### src/rtl/mux_pkg.sv
// Shared types for the two-input round-robin stream mux: source select
// encoding and the grant-history FSM states.
package mux_pkg;

  typedef enum logic {
    SEL_A = 1'b0,
    SEL_B = 1'b1
  } sel_e;

  typedef enum logic [1:0] {
    IDLE    = 2'd0,
    GRANT_A = 2'd1,
    GRANT_B = 2'd2
  } state_e;

endpackage

### src/rtl/rr_mux2x1_stream_if.sv
// Stream bundle for the 2:1 mux: two valid/ready sources, the lock request,
// and the registered output stream with its source tag.
interface rr_mux2x1_stream_if #(
  parameter int WIDTH = 8
);
  logic [WIDTH-1:0] A;
  logic             A_valid;
  logic             A_ready;
  logic [WIDTH-1:0] B;
  logic             B_valid;
  logic             B_ready;
  logic             Lock;
  logic [WIDTH-1:0] Y;
  logic             Y_valid;
  logic             Y_ready;
  logic             Sel;

  // Environment side: drives sources, lock and downstream ready.
  modport master (
    output A, A_valid, B, B_valid, Lock, Y_ready,
    input  A_ready, B_ready, Y, Y_valid, Sel
  );

  // Mux side: consumes sources, produces the output stream.
  modport slave (
    input  A, A_valid, B, B_valid, Lock, Y_ready,
    output A_ready, B_ready, Y, Y_valid, Sel
  );
endinterface

### src/rtl/rr_grant2.sv
// Combinational two-way grant: a lone requester always wins; on a tie the
// previous winner is rotated out unless Lock asks to keep it. From IDLE a
// tie goes to A regardless of Lock.
module rr_grant2
  import mux_pkg::*;
(
  input  state_e state,
  input  logic   Lock,
  input  logic   A_valid,
  input  logic   B_valid,
  output logic   gnt_a,
  output logic   gnt_b
);

  // Pick at most one source from the request pair and the grant history.
  always_comb begin
    gnt_a = 1'b0;
    gnt_b = 1'b0;
    if (A_valid && B_valid) begin
      case (state)
        GRANT_A: begin
          gnt_a = Lock;
          gnt_b = !Lock;
        end
        GRANT_B: begin
          gnt_a = !Lock;
          gnt_b = Lock;
        end
        default: gnt_a = 1'b1;
      endcase
    end else begin
      gnt_a = A_valid;
      gnt_b = B_valid;
    end
  end

endmodule

### src/rtl/rr_mux2x1_stream.sv
// Two-source round-robin stream multiplexer with a single registered output
// stage. One beat is taken per cycle whenever the output stage is empty or
// being drained, so full throughput is kept under continuous Y_ready.
module rr_mux2x1_stream
  import mux_pkg::*;
#(
  parameter int WIDTH = 8
) (
  input  logic                 clk,
  input  logic                 rst_n,
  rr_mux2x1_stream_if.slave    bus
);

  state_e           state_reg, state_next;
  logic [WIDTH-1:0] y_reg;
  logic             y_valid_reg;
  sel_e             sel_reg;

  logic stage_free;
  logic gnt_a, gnt_b;
  logic accept_a, accept_b;

  assign stage_free = !y_valid_reg || bus.Y_ready;

  rr_grant2 u_grant (
    .state   (state_reg),
    .Lock    (bus.Lock),
    .A_valid (bus.A_valid),
    .B_valid (bus.B_valid),
    .gnt_a   (gnt_a),
    .gnt_b   (gnt_b)
  );

  // Ready is withheld during reset so no beat can be handshaken then.
  assign bus.A_ready = stage_free && rst_n && gnt_a;
  assign bus.B_ready = stage_free && rst_n && gnt_b;

  assign accept_a = bus.A_valid && bus.A_ready;
  assign accept_b = bus.B_valid && bus.B_ready;

  assign bus.Y       = y_reg;
  assign bus.Y_valid = y_valid_reg;
  assign bus.Sel     = sel_reg;

  // Grant history: remember the last winner, fall back to IDLE when the
  // stage could take a beat but nobody is asking.
  always_comb begin
    state_next = state_reg;
    if (accept_a) begin
      state_next = GRANT_A;
    end else if (accept_b) begin
      state_next = GRANT_B;
    end else if (stage_free && !bus.A_valid && !bus.B_valid) begin
      state_next = IDLE;
    end
  end

  // FSM register.
  always_ff @(posedge clk or negedge rst_n) begin
    if (!rst_n) begin
      state_reg <= IDLE;
    end else begin
      state_reg <= state_next;
    end
  end

  // Output stage: load on accept, empty on drain, hold under backpressure.
  // Data and Sel keep their last values when the stage empties.
  always_ff @(posedge clk or negedge rst_n) begin
    if (!rst_n) begin
      y_reg       <= '0;
      y_valid_reg <= 1'b0;
      sel_reg     <= SEL_A;
    end else if (stage_free) begin
      if (accept_a) begin
        y_reg       <= bus.A;
        y_valid_reg <= 1'b1;
        sel_reg     <= SEL_A;
      end else if (accept_b) begin
        y_reg       <= bus.B;
        y_valid_reg <= 1'b1;
        sel_reg     <= SEL_B;
      end else begin
        y_valid_reg <= 1'b0;
      end
    end
  end

endmodule

### src/flat_wrapper.sv
// flat-port wrapper written by rule: the top's interface ports become plain ports
module rr_mux2x1_stream_flat import mux_pkg::*;
#(
  parameter int WIDTH = 8
)
  (clk, rst_n, bus_A, bus_A_valid, bus_B, bus_B_valid, bus_Lock, bus_Y_ready, bus_A_ready, bus_B_ready, bus_Y, bus_Y_valid, bus_Sel);
  rr_mux2x1_stream_if #(.WIDTH(WIDTH)) bus_i ();
  input  logic clk;
  input  logic rst_n;
  input wire logic [$bits(bus_i.A)-1:0] bus_A;
  input wire logic [$bits(bus_i.A_valid)-1:0] bus_A_valid;
  input wire logic [$bits(bus_i.B)-1:0] bus_B;
  input wire logic [$bits(bus_i.B_valid)-1:0] bus_B_valid;
  input wire logic [$bits(bus_i.Lock)-1:0] bus_Lock;
  input wire logic [$bits(bus_i.Y_ready)-1:0] bus_Y_ready;
  output wire logic [$bits(bus_i.A_ready)-1:0] bus_A_ready;
  output wire logic [$bits(bus_i.B_ready)-1:0] bus_B_ready;
  output wire logic [$bits(bus_i.Y)-1:0] bus_Y;
  output wire logic [$bits(bus_i.Y_valid)-1:0] bus_Y_valid;
  output wire logic [$bits(bus_i.Sel)-1:0] bus_Sel;
  assign bus_i.A = bus_A;
  assign bus_i.A_valid = bus_A_valid;
  assign bus_i.B = bus_B;
  assign bus_i.B_valid = bus_B_valid;
  assign bus_i.Lock = bus_Lock;
  assign bus_i.Y_ready = bus_Y_ready;
  assign bus_A_ready = bus_i.A_ready;
  assign bus_B_ready = bus_i.B_ready;
  assign bus_Y = bus_i.Y;
  assign bus_Y_valid = bus_i.Y_valid;
  assign bus_Sel = bus_i.Sel;
  rr_mux2x1_stream #(.WIDTH(WIDTH)) u_core (.clk(clk), .rst_n(rst_n), .bus(bus_i));
endmodule
### config.mk
export PLATFORM = sky130hd
export DESIGN_NAME = rr_mux2x1_stream_flat
export DESIGN_NICKNAME = d
export VERILOG_FILES = /design/src/rtl/mux_pkg.sv /design/src/rtl/rr_mux2x1_stream_if.sv /design/src/rtl/rr_grant2.sv /design/src/rtl/rr_mux2x1_stream.sv /design/src/flat_wrapper.sv
export SDC_FILE = /design/constraint.sdc
export NUM_CORES = 1
export LEC_CHECK = 0
export ABC_AREA = 1
export CELL_PAD_IN_SITES_DETAIL_PLACEMENT = 1
export CELL_PAD_IN_SITES_GLOBAL_PLACEMENT = 1
export CORE_MARGIN = 8
export CORE_UTILIZATION = 30
export DETAILED_ROUTE_END_ITERATION = 6
export GPL_ROUTABILITY_DRIVEN = 0
export PLACE_DENSITY_LB_ADDON = 0.1
export SLEW_MARGIN = 10
export SYNTH_ARGS = -nofsm -noshare
export SYNTH_HDL_FRONTEND = slang
export SYNTH_SLANG_ARGS = --single-unit
### constraint.sdc
create_clock -name clk -period 2.8 [get_ports clk]
set_clock_uncertainty 0.2 [all_clocks]
set_input_delay 0.56 -clock clk [delete_from_list [all_inputs] [get_ports clk]]
set_output_delay 0.56 -clock clk [all_outputs]
set_load 0.01 [all_outputs]
; Yosys cells after proc, flatten, opt, wreduce, memory -nomap -nowiden
; Index checks and enable logic that the tools add are counted.
; W data, S select, Z words.
[classes]
eq_ne = 2
n_mux = 13
reduce_logical = 16
[op_table]
columns = operator, count
row1 = $mux W8, 2
row2 = $logic_and A1 B1 Y1, 8
row3 = $mux W1, 6
row4 = $mux W2, 3
row5 = $logic_not A1 Y1, 4
row6 = $pmux W1 S2, 2
row7 = $reduce_bool A3 Y1, 1
row8 = $eq A2 B1 Y1 const B, 1
row9 = $eq A2 B2 Y1 const B, 1
row10 = $reduce_and A2 Y1, 1
row11 = $reduce_bool A2 Y1, 1
row12 = $logic_or A1 B1 Y1, 1
[totals]
regBits = 12
in_bits = 22
elab_cells = 35

; Depth between registers and ports, before layout
[logic_depth]
ltp_word = 7
mapped_depth = 11

; Hierarchy
; Synthesis repeated with hierarchy kept, for this count alone.
[hier_totals]
hier_cells = 110
hier_area_um2 = 760.7
[modules_own_cells]
columns = module, n_inst, cells_per_inst, area_each_um2, seq_area_each_um2
row1 = rr_mux2x1_stream, 1, 94, 679.4, 300.3
row2 = rr_grant2, 1, 16, 81.3, 0.0

; Least setup slack after synthesis
; No wires, ideal clock.
[synth_path]
path_kind = flip-flop to output port
start = reg u_core.state_reg[0]
end = out bus_A_ready
arrival_time_ns = 1.185
required_ns = 2.040
path_slack_ns = 0.855
stages_incl_launch_ff = 8
path_cell_list = dfrtp_1 > inv_1 > ha_1 > nor2_2 > nand2_4 > nand2_4 > buf_6 > inv_2
[synth_between]
elab_chain_cells = 4
elab_cells_between_ends = 5
classes_between = eq/ne: 2 / mux: 2 / reduce/logical: 1
[synth_lines]
columns = element, line_no
row1 = start: declaration, rr_mux2x1_stream.sv:14  ; state_e state_reg, state_next;
row2 = start signal: assignment, rr_mux2x1_stream.sv:63  ; state_reg <= state_next;
row3 = $eq A2 B2 Y1 or $eq A2 B1 Y1 (tied branches), rr_grant2.sv:20  ; case (state)
row4 = $pmux W1 S2 (*), rr_grant2.sv:20
row5 = $mux W1 (*), rr_grant2.sv:19  ; if (A_valid && B_valid) begin
row6 = $logic_and A1 B1 Y1 (*), rr_mux2x1_stream.sv:35  ; assign bus.A_ready = stage_free && rst_n && gnt_a;
row7 = end: declaration, flat_wrapper.sv:16  ; output wire logic [$bits(bus_i.A_ready)-1:0] bus_A_ready;
; Every way passes the cells marked *; elsewhere a longest branch is shown, timed or not.

; Final worst setup path
[layout_path]
start = in bus_Lock
end = out bus_A_ready
[layout_between]
elab_chain_cells = 4
[layout_lines]
columns = element, line_no
row1 = start: declaration, flat_wrapper.sv:14  ; input wire logic [$bits(bus_i.Lock)-1:0] bus_Lock;
row2 = $logic_not A1 Y1, rr_grant2.sv:26  ; gnt_a = !Lock;
row3 = $pmux W1 S2 (*), rr_grant2.sv:20
row4 = $mux W1 (*), rr_grant2.sv:19
row5 = $logic_and A1 B1 Y1 (*), rr_mux2x1_stream.sv:35
; Marked as above.

==> impl_results.md <==
- Storage element area: 300.3 sq um
- DR vias: 790
- Final wirelength: 2208 microns
- ANT nets after route: 0
- Deepest clock path buffer count: 2
- Sequential area share after synthesis: 39.15%
- Mapped Cells: 106
- Min cycle time layout: 2.388 ns
- Post-synth design cell area: 767.0 sq um
- N_diodes: 0
- IR drop worst, VDD: 0.0002490 V
- Measured slew at the worst slew-check pin: 0.1868 ns
- Worst stage delay on the critical path: 0.53 ns
- Crit. Startpoint: bus_Lock
- Worst EP arrival: 1.63 ns
- Hold path depth: 2
- Overflow after GRT: 0
- Post-route DRC violation count: 0
- Min-delay src: u_core.bus.Y[5]
- Critical path endpoint category: output pin
- Hpwl dp: 1851 microns
- Rel. slew slack: 87.53%
- Worst path depth: 8
- DRT iter0 DRCs: 10
- CTS H-tree lvls: 1
- Share of layout cells above drive strength 1: 15.54%
- Largest net degree at the start of global routing: 13
- RR Startpoint: u_core.state_reg[0]
- Leakage: 0.6888 nW
- CTS Buf Count: 3
- I/O Pins: 34
- Wl on met1: 862 microns
- Net Count, Synth: 130
- Clock slew at reported path FFs: 0.08 ns
- Initial antenna violation count: 0
- Vias per cell: 4.438
- Unrepaired setup endpoints after global routing: false
- Max layer used: met4
- Max FO, Critical Path: 3
- Critical-path top delay cell: clkdlybuf4s50_1
- Die Span X: 66.57 microns
- Global-route wire length before repair: 3864 microns
- Worst skew pair latency: 0.27 ns
- Post-route clock period utilization: 85.28%
- WHS: 0.2813 ns
- DIE AREA: 4431 sq um
- Num rows: 18
- Die Ht: 66.57 microns
- TritonCTS clock tree: yes
- Drt wl/cell: 12.40 microns
- Multi-input gate area: 351.6 sq um
- Flop2flop setup slack: 0.91 ns
- Vias in the first global route: 908
- Area Overhead vs Synth: 57.75%
- Pwr dens: 531.7 nW/um^2
- Worst r2r dst: u_core.bus.Y[2]
- Tot GR Track Use: 11.22%
- Largest delay share family, worst path: buffers and inverters
- Worst EP required: 2.04 ns
- Max-Cap Viols: 0
- Clk sinks: 12
- Yosys warns: 0
- Critical path buffers and inverters: 4
- PortBufs: 33
- Worst Setup EP: bus_A_ready
- Setup TNS: 0 ns
- Core area: 2455 sq um
- Worst reg2reg path depth: 10
- CTS root buf: clkbuf_4
- Fin nets: 173
- Flip-flop count of the largest register after layout: 8
- Status: completed
- Pre-Repair DR Iteration Count: 4
- Final Max Tran Viols: 0
- CP Cell Sequence: clkdlybuf4s50_1 -> inv_2 -> nand2_1 -> nand2_2 -> nand2_4 -> nand2_4 -> inv_2 -> dlymetal6s2s_1
- Fmax: 418.8 MHz
- Crit start category: primary input
- Syn_area_per_cell: 7.236 sq um
- Crit Path Category: primary input to output pin
- FF+latch count, synth: 12
- # Post-CTS Setup Buffers: 0
- Met2 wire len: 1215 microns
- Setup Viol. Count Final: 0
- Initial Utilization: 31.24%
- Routed wl met3: 103 microns
- Fill cells: 320
- Hold Violations, Final: 0
- Synth cell types: 15
- Worst Hold Class: flip-flop to flip-flop
where the power goes:
| part | leakage (nW) | switching [W] | internal, W |
|---|---|---|---|
| Sequential | 0.147 | 0.0000252 | 0.000215 |
| Clock | 0.0210 | 0.0000632 | 0.0000789 |
| Combinational | 0.521 | 0.000122 | 0.000139 |
| Total | 0.689 | 0.000211 | 0.000433 |
cells by family after synthesis:
family / after synthesis / share of synthesized area [%]
compound gates: 1 / 0.6519
fa+ha+maj: 2 / 3.262
simple gates: 63 / 41.93
buf+inv: 28 / 15.01
flops: 12 / 39.15
per-layer routing:
layer / vias up / GRT usage [%]
met5: - / 0
met4: 0 / 5.600
met3: 2 / 2.349
met2: 18 / 20.79
met1: 372 / 11.49
li1: 398 / -
metrics by stage:
step / utilization (%) / setup slack (ns) / area, sq um / total power [W] / instances
after floorplan: - / 0.8549 / 767.0 / 0.0003619 / 106
after global placement: 47.60 / 0.04359 / 1169 / 0.0005037 / 174
after detailed placement: 47.60 / 0.009053 / 1169 / 0.0005131 / 174
after CTS: 49.08 / 0.009281 / 1205 / 0.0006572 / 178
after global routing: 49.29 / 0.3516 / 1210 / 0.0006914 / 178
final: 49.29 / 0.4121 / 1210 / 0.0006434 / 178
how the worst min path moves through the flow:
stage | slack (ns) | to
after floorplan | 0.06 | u_core.bus.Sel
after global placement | 0.26 | u_core.bus.Y[1]
after detailed placement | 0.26 | u_core.bus.Y[5]
after CTS | 0.29 | u_core.bus.Y[5]
after global routing | 0.32 | u_core.bus.Y[0]
final | 0.28 | u_core.bus.Y[5]
synthesized netlist by cell type (all sizes together):
cell,number,share of area [%]
a21oi,1,0.65
buf,1,1.5
dfrtp,12,39
ha,2,3.3
inv,27,14
nand2,39,24
nand3,18,12
nand3b,1,0.98
nor2,5,4.9
placed cells by master (no fill, tap or decap):
master | synthesis | final
clkbuf_8 | 0 | 1
nand3b_1 | 1 | 1
buf_4 | 0 | 6
dlymetal6s2s_1 | 0 | 2
inv_2 | 2 | 2
nor2_1 | 3 | 3
a21oi_1 | 1 | 1
dfrtp_1 | 12 | 12
ha_1 | 2 | 2
clkbuf_4 | 0 | 3
nand2_2 | 4 | 4
nor2_8 | 1 | 1
nand2_1 | 31 | 31
inv_4 | 1 | 1
nor2_2 | 1 | 1
clkdlybuf4s50_1 | 0 | 31
nand2_4 | 4 | 4
inv_1 | 24 | 24
nand3_1 | 18 | 18
layout make-up:
| class | count | share of cell area (%) |
|---|---|---|
| Tap cell | 30 | 3.102 |
| Timing Repair Buffer | 39 | 31.44 |
| Inverter | 27 | 8.583 |
| Clock buffer | 4 | 2.999 |
| Sequential cell | 12 | 24.82 |
| Multi-Input combinational cell | 66 | 29.06 |
worst reg2reg max path: stages, from the launching register on:
cell and delay [ns]:
dfrtp_1 0.40, inv_1 0.06, ha_1 0.31, nor2_2 0.16
nand2_4 0.08, nand2_4 0.07, buf_4 0.19, nand2_4 0.12
inv_4 0.13, nand2_1 0.06, nand2_1 0.07
what timing repair did:
| item | 4_1_cts | 5_1_grt |
|---|---|---|
| setup endpoints to repair | 0 | 2 |
| gates resized for setup | 0 | 2 |
| hold buffers | 0 | 0 |
Power figures use the tool's default switching activity.
